**config.mk**
```make
export PLATFORM = sky130hd
export DESIGN_NAME = cmd_assembler
export DESIGN_NICKNAME = d
export VERILOG_FILES = /design/src/rtl/osc_cmd_pkg.sv /design/src/rtl/cmd_byte_timer.sv /design/src/rtl/cmd_assembler.sv
export SDC_FILE = /design/constraint.sdc
export NUM_CORES = 1
export LEC_CHECK = 0
export BUFFER_PORTS_ARGS = -buffer_cell sky130_fd_sc_hd__buf_2
export CAP_MARGIN = 10
export CORE_MARGIN = 2
export CORE_UTILIZATION = 30
export CTS_CLUSTER_SIZE = 24
export DETAILED_ROUTE_END_ITERATION = 7
export GPL_ROUTABILITY_DRIVEN = 0
export PLACE_DENSITY = 0.51
export SYNTH_ARGS = -nofsm -noshare
export SYNTH_HDL_FRONTEND = slang
export SYNTH_SLANG_ARGS = --single-unit
```
**constraint.sdc**
```tcl
create_clock -name clk -period 4.85 [get_ports clk]
set_input_delay 1.455 -clock clk [delete_from_list [all_inputs] [get_ports clk]]
set_output_delay 1.455 -clock clk [all_outputs]
set_load 0.02 [all_outputs]
```
**src/rtl/osc_cmd_pkg.sv**
```systemverilog
// Shared command-path definitions: FSM encodings, command size and field
// positions used by both the assembler and the configuration stage.
package osc_cmd_pkg;

  localparam int CMD_BYTES = 3;
  localparam int CMD_W     = 8 * CMD_BYTES;

  typedef enum logic [1:0] {
    WAIT_B0 = 2'd0,
    WAIT_B1 = 2'd1,
    WAIT_B2 = 2'd2,
    FULL    = 2'd3
  } rx_state_t;

  typedef enum logic {
    TX_IDLE = 1'b0,
    TX_BUSY = 1'b1
  } tx_state_t;

  // Command field positions within {byte0, byte1, byte2}
  localparam int OPC_MSB  = 23;
  localparam int OPC_LSB  = 16;
  localparam int GAIN_MSB = 12;
  localparam int GAIN_LSB = 10;
  localparam int CHAN_MSB = 9;
  localparam int CHAN_LSB = 8;
  localparam int ARG_MSB  = 7;
  localparam int ARG_LSB  = 0;

  function automatic logic [7:0] cmd_opcode(input logic [CMD_W-1:0] c);
    return c[OPC_MSB:OPC_LSB];
  endfunction

endpackage

```
**src/rtl/cmd_byte_timer.sv**
```systemverilog
// Inter-byte idle counter; expired is high on the last allowed idle cycle.
module cmd_byte_timer #(
  parameter int CYCLES = 500000
) (
  input  logic clk,
  input  logic rst,
  input  logic clr,
  input  logic en,
  output logic expired
);

  localparam int W = (CYCLES > 1) ? $clog2(CYCLES) : 1;
  localparam logic [W-1:0] LAST = W'(CYCLES - 1);

  logic [W-1:0] cnt;

  always_ff @(posedge clk or posedge rst) begin
    if (rst)      cnt <= '0;
    else if (clr) cnt <= '0;
    else if (en)  cnt <= cnt + W'(1);
  end

  assign expired = en && (cnt == LAST);

endmodule

```
**src/rtl/cmd_assembler.sv**
```systemverilog
// Assembles three UART bytes into a 24-bit command with backpressure and an
// inter-byte timeout; forwards single-byte responses to the UART transmitter.
module cmd_assembler
  import osc_cmd_pkg::*;
#(
  parameter int TIMEOUT_CYCLES = 500000
) (
  input  logic             clk,
  input  logic             rst,
  input  logic [7:0]       rx_data,
  input  logic             rx_rdy,
  output logic             rx_clr_rdy,
  output logic [CMD_W-1:0] cmd,
  output logic             cmd_rdy,
  input  logic             clr_cmd_rdy,
  input  logic [7:0]       resp_data,
  input  logic             send_resp,
  output logic             resp_sent,
  output logic [7:0]       tx_data,
  output logic             trmt,
  input  logic             tx_done
);

  rx_state_t rx_state;
  tx_state_t tx_state;

  logic [CMD_BYTES-2:0][7:0] slot;  // slot[0] = byte0, slot[1] = byte1
  logic accepting, tmr_clr, tmr_en, expired;

  assign accepting  = (rx_state != FULL);
  assign rx_clr_rdy = rx_rdy & accepting;
  assign tmr_en     = (rx_state == WAIT_B1) || (rx_state == WAIT_B2);
  assign tmr_clr    = rx_clr_rdy | ~tmr_en;

  cmd_byte_timer #(.CYCLES(TIMEOUT_CYCLES)) u_tmr (
    .clk     (clk),
    .rst     (rst),
    .clr     (tmr_clr),
    .en      (tmr_en),
    .expired (expired)
  );

  // A byte arriving on the expiry cycle takes priority over the discard.
  always_ff @(posedge clk or posedge rst) begin
    if (rst) begin
      rx_state <= WAIT_B0;
      slot     <= '0;
      cmd      <= '0;
      cmd_rdy  <= 1'b0;
    end else begin
      case (rx_state)
        WAIT_B0:
          if (rx_rdy) begin
            slot[0]  <= rx_data;
            rx_state <= WAIT_B1;
          end
        WAIT_B1:
          if (rx_rdy) begin
            slot[1]  <= rx_data;
            rx_state <= WAIT_B2;
          end else if (expired) begin
            slot     <= '0;
            rx_state <= WAIT_B0;
          end
        WAIT_B2:
          if (rx_rdy) begin
            cmd      <= {slot[0], slot[1], rx_data};
            cmd_rdy  <= 1'b1;
            rx_state <= FULL;
          end else if (expired) begin
            slot     <= '0;
            rx_state <= WAIT_B0;
          end
        FULL:
          if (clr_cmd_rdy) begin
            cmd_rdy  <= 1'b0;
            rx_state <= WAIT_B0;
          end
        default: rx_state <= WAIT_B0;
      endcase
    end
  end

  always_ff @(posedge clk or posedge rst) begin
    if (rst) begin
      tx_state  <= TX_IDLE;
      tx_data   <= '0;
      trmt      <= 1'b0;
      resp_sent <= 1'b0;
    end else begin
      trmt      <= 1'b0;
      resp_sent <= 1'b0;
      case (tx_state)
        TX_IDLE:
          if (send_resp) begin
            tx_data  <= resp_data;
            trmt     <= 1'b1;
            tx_state <= TX_BUSY;
          end
        TX_BUSY:
          if (tx_done) begin
            resp_sent <= 1'b1;
            tx_state  <= TX_IDLE;
          end
        default: tx_state <= TX_IDLE;
      endcase
    end
  end

endmodule

```
# After elaboration in Yosys (flattened, before gate mapping)
# Index checks and enable logic that the tools add are counted.
[totals] out_inout_bits=36 regBits=73 word_cells=62 in_bits=22
[op_classes] reduce_logical=13 bitwise=4 n_eq_ne=10 add_sub_neg=1 n_mux=24
[ops] op="19-bit 2-to-1 mux" n=2
[ops] op="16-bit 2-to-1 mux" n=2
[ops] op="8-bit 2-to-1 mux" n=3
[ops] op="8-bit one-hot mux with 3 select lines" n=1
[ops] op="19-bit by 1-bit adder with 19-bit output, second input constant" n=1
[ops] op="19-bit == test, second input constant" n=1
[ops] op="8-bit one-hot mux with 2 select lines" n=1
[ops] op="2-bit != test, second input constant" n=6
[ops] op="2-bit 2-to-1 mux" n=5
[ops] op="2-bit one-hot mux with 4 select lines" n=1
[ops] op="2-bit AND reduction" n=4
[ops] op="1-bit 2-to-1 mux" n=7
[ops] op="2-bit nonzero test" n=3
[ops] op="2-bit == test, second input constant" n=2
[ops] op="1-bit one-hot mux with 2 select lines" n=2
[ops] op="4-bit AND reduction" n=1
[ops] op="3-bit AND reduction" n=1
[ops] op="3-bit nonzero test" n=1
[ops] op="2-bit by 1-bit == test with 1-bit output, second input constant" n=1
[ops] op="2-bit zero test" n=1
[ops] op="1-bit NOT" n=2
[ops] op="1-bit AND" n=1
[ops] op="1-bit logical AND" n=1
[ops] op="1-bit logical OR" n=1
[ops] op="1-bit OR" n=1

# Logic depth before layout (Yosys ltp)
[logic_depth] depth_word=6 mapped_depth=7 ltp_nobuf=6

# Modules after synthesis
# A second synthesis with hierarchy kept.
[hier_totals] cells_unflattened=260 hier_area_um2=3387.0
[modules_own_cells] mod="cmd_assembler" area_each_um2=2361.0 n_inst=1 cells_per_inst=154 seq_area_each_um2=1351.3
[modules_own_cells] mod="cmd_byte_timer" area_each_um2=1026.0 n_inst=1 cells_per_inst=106 seq_area_each_um2=475.5

# Worst setup path after synthesis
# Ideal clock, no wire load.
[synth_path] path_kind="in2out" from="input port rx_rdy" to="output port rx_clr_rdy" required_ns=3.395 cell_stages=2 n_path_buf=1 path_slack_ns=1.416 arrival_time_ns=1.979 path_cell_list="buf_2 > nor2b_1"
[synth_via] elab_chain_cells=1
[synth_rtl] element="start: declaration" line="cmd_assembler.sv:11" source="input logic rx_rdy,"
[synth_rtl] element="1-bit AND" line="cmd_assembler.sv:31" source="assign rx_clr_rdy = rx_rdy & accepting;"
[synth_rtl] element="end: declaration" line="cmd_assembler.sv:12" source="output logic rx_clr_rdy,"
# Every way passes these cells.

# Worst setup path in the final report
# Same ends and word-level chain as after synthesis.

==> results by group <==
Power and ir drop
  • Static leakage: between 0.0015 and 0.002 uW
  • Combinational share of power: 0.362
  • Clock share of power: 0.197
  • Switching part of the total: 0.379
  • Sw Pwr: 803 uW
  • P_int: about 1300 uW
  • Tot Pwr: 2120 uW
  • Pwr dens: 550 nW/um^2
  • Max IR drop VDD: ~200 uV
  • Sequential share of power: 0.441

Final layout
  • Diode count: 0
  • Layout area overhead: 18.1%
  • Layout Nets: 371
  • Layout cell share with drive strength beyond 1: 0.328
  • Final Cell Area: 3850 sq um

Critical path
  • Worst endpoint data arrival time: 2220 ps
  • Worst flop-to-flop path endpoint: slot[6]
  • Critical path endpoint: rx_clr_rdy
  • CP Launch Point: rx_rdy
  • Startpoint types: input port
  • Crit. End Element: output pin
  • Reg2reg path depth: 6
  • Critical Path Fanout Max: 28
  • Crit path required time: 3390 ps
  • Reg-to-reg startpoint: rx_state[0]
  • CP Class: in -> out
  • Register-to-register setup slack: 2280 ps

Yosys
  • Avg Cell Area, Syn: 11.4 sq um
  • Synthesized flop and latch total: 73
  • Syn nets: 314
  • Post-Synthesis Cell Area: between 3000 and 4000 sq um
  • Synth Flop Type: dfrtp_1
  • Unique masters post-synth: 39
  • Biggest area consumer among synthesized cells: dfrtp_1
  • Top-area cell type share of the netlist area: 0.560
  • Synth warn: 0
  • Largest cells by area after synthesis: dfrtp_1 56%, mux2_2 11%, o21ai_0 3.5%, nand2_1 2.8%, ha_1 2.3%
  • Seq/Total Area, Yosys: 0.560
  • Ys async rst share: 1.00
  • Cells after Synth: 286
  • Post-synth EDFFs: 0

Routing
  • Vias/cell: 4.88
  • Wire length per cell: 14.3 microns
  • Drt drc: 0
  • DR pass1 iterations: 4
  • DR iter-0 viols: 73
  • WL final: around 7000 microns
  • Post-DRT Antenna Nets: 0
  • Routed vias: 2,380

Placed design
  • Placement Setup Slack: 1150 ps
  • DP HPWL: 4890 microns
  • Port Buffers: 57
  • DP Area: 3680 sq um

Timing
  • RSZ-0062 raised after global routing: false
  • Max_slew headroom: 0.311
  • Fin Clk Skew: 10.2 ps
  • Max frequency: between 0.2 and 0.3 GHz
  • Final Setup Violations: 0
  • Worst-margin pin slew: 1030 ps
  • Slew Viols, Final: 0
  • Tcrit/Tclk final: 0.759
  • Post-route setup slack: ~1200 ps
  • Final hold vios: 0
  • Minimum clock period: 3680 ps
  • Setup TNS: 0 ps

Worst hold path
  • Hold Path Class: reg -> reg

Outcome
  • Outcome: complete, no violations

CTS
  • Num CTS Buffers: 9
  • Clk pin slew, worst setup/hold paths: 70 ps
  • Max clock buf depth: 2
  • Sinks on the clock net: 73
  • Hold_buf cts: 0
  • CTS H-Tree Depth: 3
  • Clock root buffer: clkbuf_8
  • Later-pin clock latency in the skew report: around 340 ps
  • CTS tree: done
  • Cts repair resizes: 0
  • Postcts setup bufs: 0

Floorplan
  • Total I/O pin count: 58
  • Initial Utilization: 0.304
  • Chip height: 108 microns
  • Die area: 11,700 sq um
  • Die W: 108 microns
  • Placeable Area: ~11,000 sq um
  • FP Rows: 38

Job
  • Maxcap violations: 0

GRT
  • Gr usage total: 0.129
  • First-pass GRT wire length: ~12,000 microns
  • Initial antenna violation count: 0
  • Vias in the first global route: 2,296
  • GRT overflow: 0
  • Largest net degree at the start of global routing: slightly above 50
cells in the mapped netlist (2+ instances only):
library cell and count:
xor2_1 7, nand2b_1 9, nor2_1 19, nand2_1 24, o21ai_0 23, xnor2_1 4, or3_1 4, buf_2 5
and2_1 2, a22o_1 8, nor4bb_1 2, nand4_1 5, a22oi_1 8, ha_1 6, and3_1 2, a21oi_1 10
nor2b_1 5, buf_1 2, mux2_2 33, dfrtp_1 73, clkbuf_1 6, nand3_1 7, inv_1 6
registers in the layout, indices dropped and copies added, names as in the netlist:
signal     cells
cmd           24
u_tmr.cnt     19
slot          16
tx_data        8
rx_state       2
cmd_rdy        1
resp_sent      1
trmt           1
tx_state       1
worst min path at each step:
stage / start / end / slack, ps / depth (start not counted)
global placement: cmd[12] / cmd[12] / 480 / 1
floorplan: tx_state / tx_state / 470 / 2
finish: cmd[10] / cmd[10] / 500 / 1
CTS: cmd[12] / cmd[12] / 510 / 1
global route: cmd[5] / cmd[5] / 520 / 1
detailed placement: cmd[12] / cmd[12] / 490 / 1
cell type report:
cell class              instances  area (sq um)
multi-input cells             194          1360
well taps                     140           175
flip-flops and latches         73          1830
clock buffers                  10           128
clock inverters                 6          42.5
repair buffers                 59           300
fillers                      1125          6890
inverters                       6          22.5
cell families after synthesis:
group / Yosys count / synth area share
xor+xnor: 11 / 0.0295
flops: 73 / 0.560
fa+ha+maj: 6 / 0.0230
compound gates: 52 / 0.0982
simple gates: 92 / 0.152
mux: 33 / 0.114
buf+inv: 19 / 0.0238
critical path, stage by stage:
cell     delay, ps
buf_2          370
nor2b_1        210
buf_2          180
stage by stage:
step | util | std cells | hold slack [ps]
finish | 0.359 | 488 | 503
global route | 0.359 | 488 | 520
CTS | 0.359 | 488 | 510
detailed placement | 0.343 | 472 | 491
global placement | 0.343 | 472 | 484
floorplan | - | 286 | 472
placed cells by master, fill, tap and decap left out, types with 2 or more instances in the layout:
cell,count
xnor2_1,4
a22o_1,8
nor4bb_1,2
clkinv_2,2
buf_4,2
mux2_2,33
nor2_1,19
dfrtp_1,73
clkinvlp_4,2
or3_1,4
nand4_1,5
a22oi_1,8
a21oi_1,10
o21ai_0,23
xor2_1,7
and3_1,2
nor2b_1,5
nand2b_1,9
buf_2,57
and2_1,2
nand2_1,24
nand3_1,7
inv_1,5
ha_1,6
clkbuf_8,9
power by group through the flow:
stage	Clock (uW)	Sequential, uW	Combinational [uW]
2_1_floorplan	0	1070	405
3_3_place_gp	0	940	765
3_5_place_dp	0	948	776
4_1_cts	437	935	778
5_1_grt	465	960	853
6_report	418	933	766
metal layers:
layer,track usage,wire [microns],vias up
met4,0.0330,67,0
met5,0,0,-
met2,0.212,3370,51
li1,-,-,1125
met3,0.0398,326,5
met1,0.166,3230,1199
Note: power is estimated with default switching activity, not from simulation.
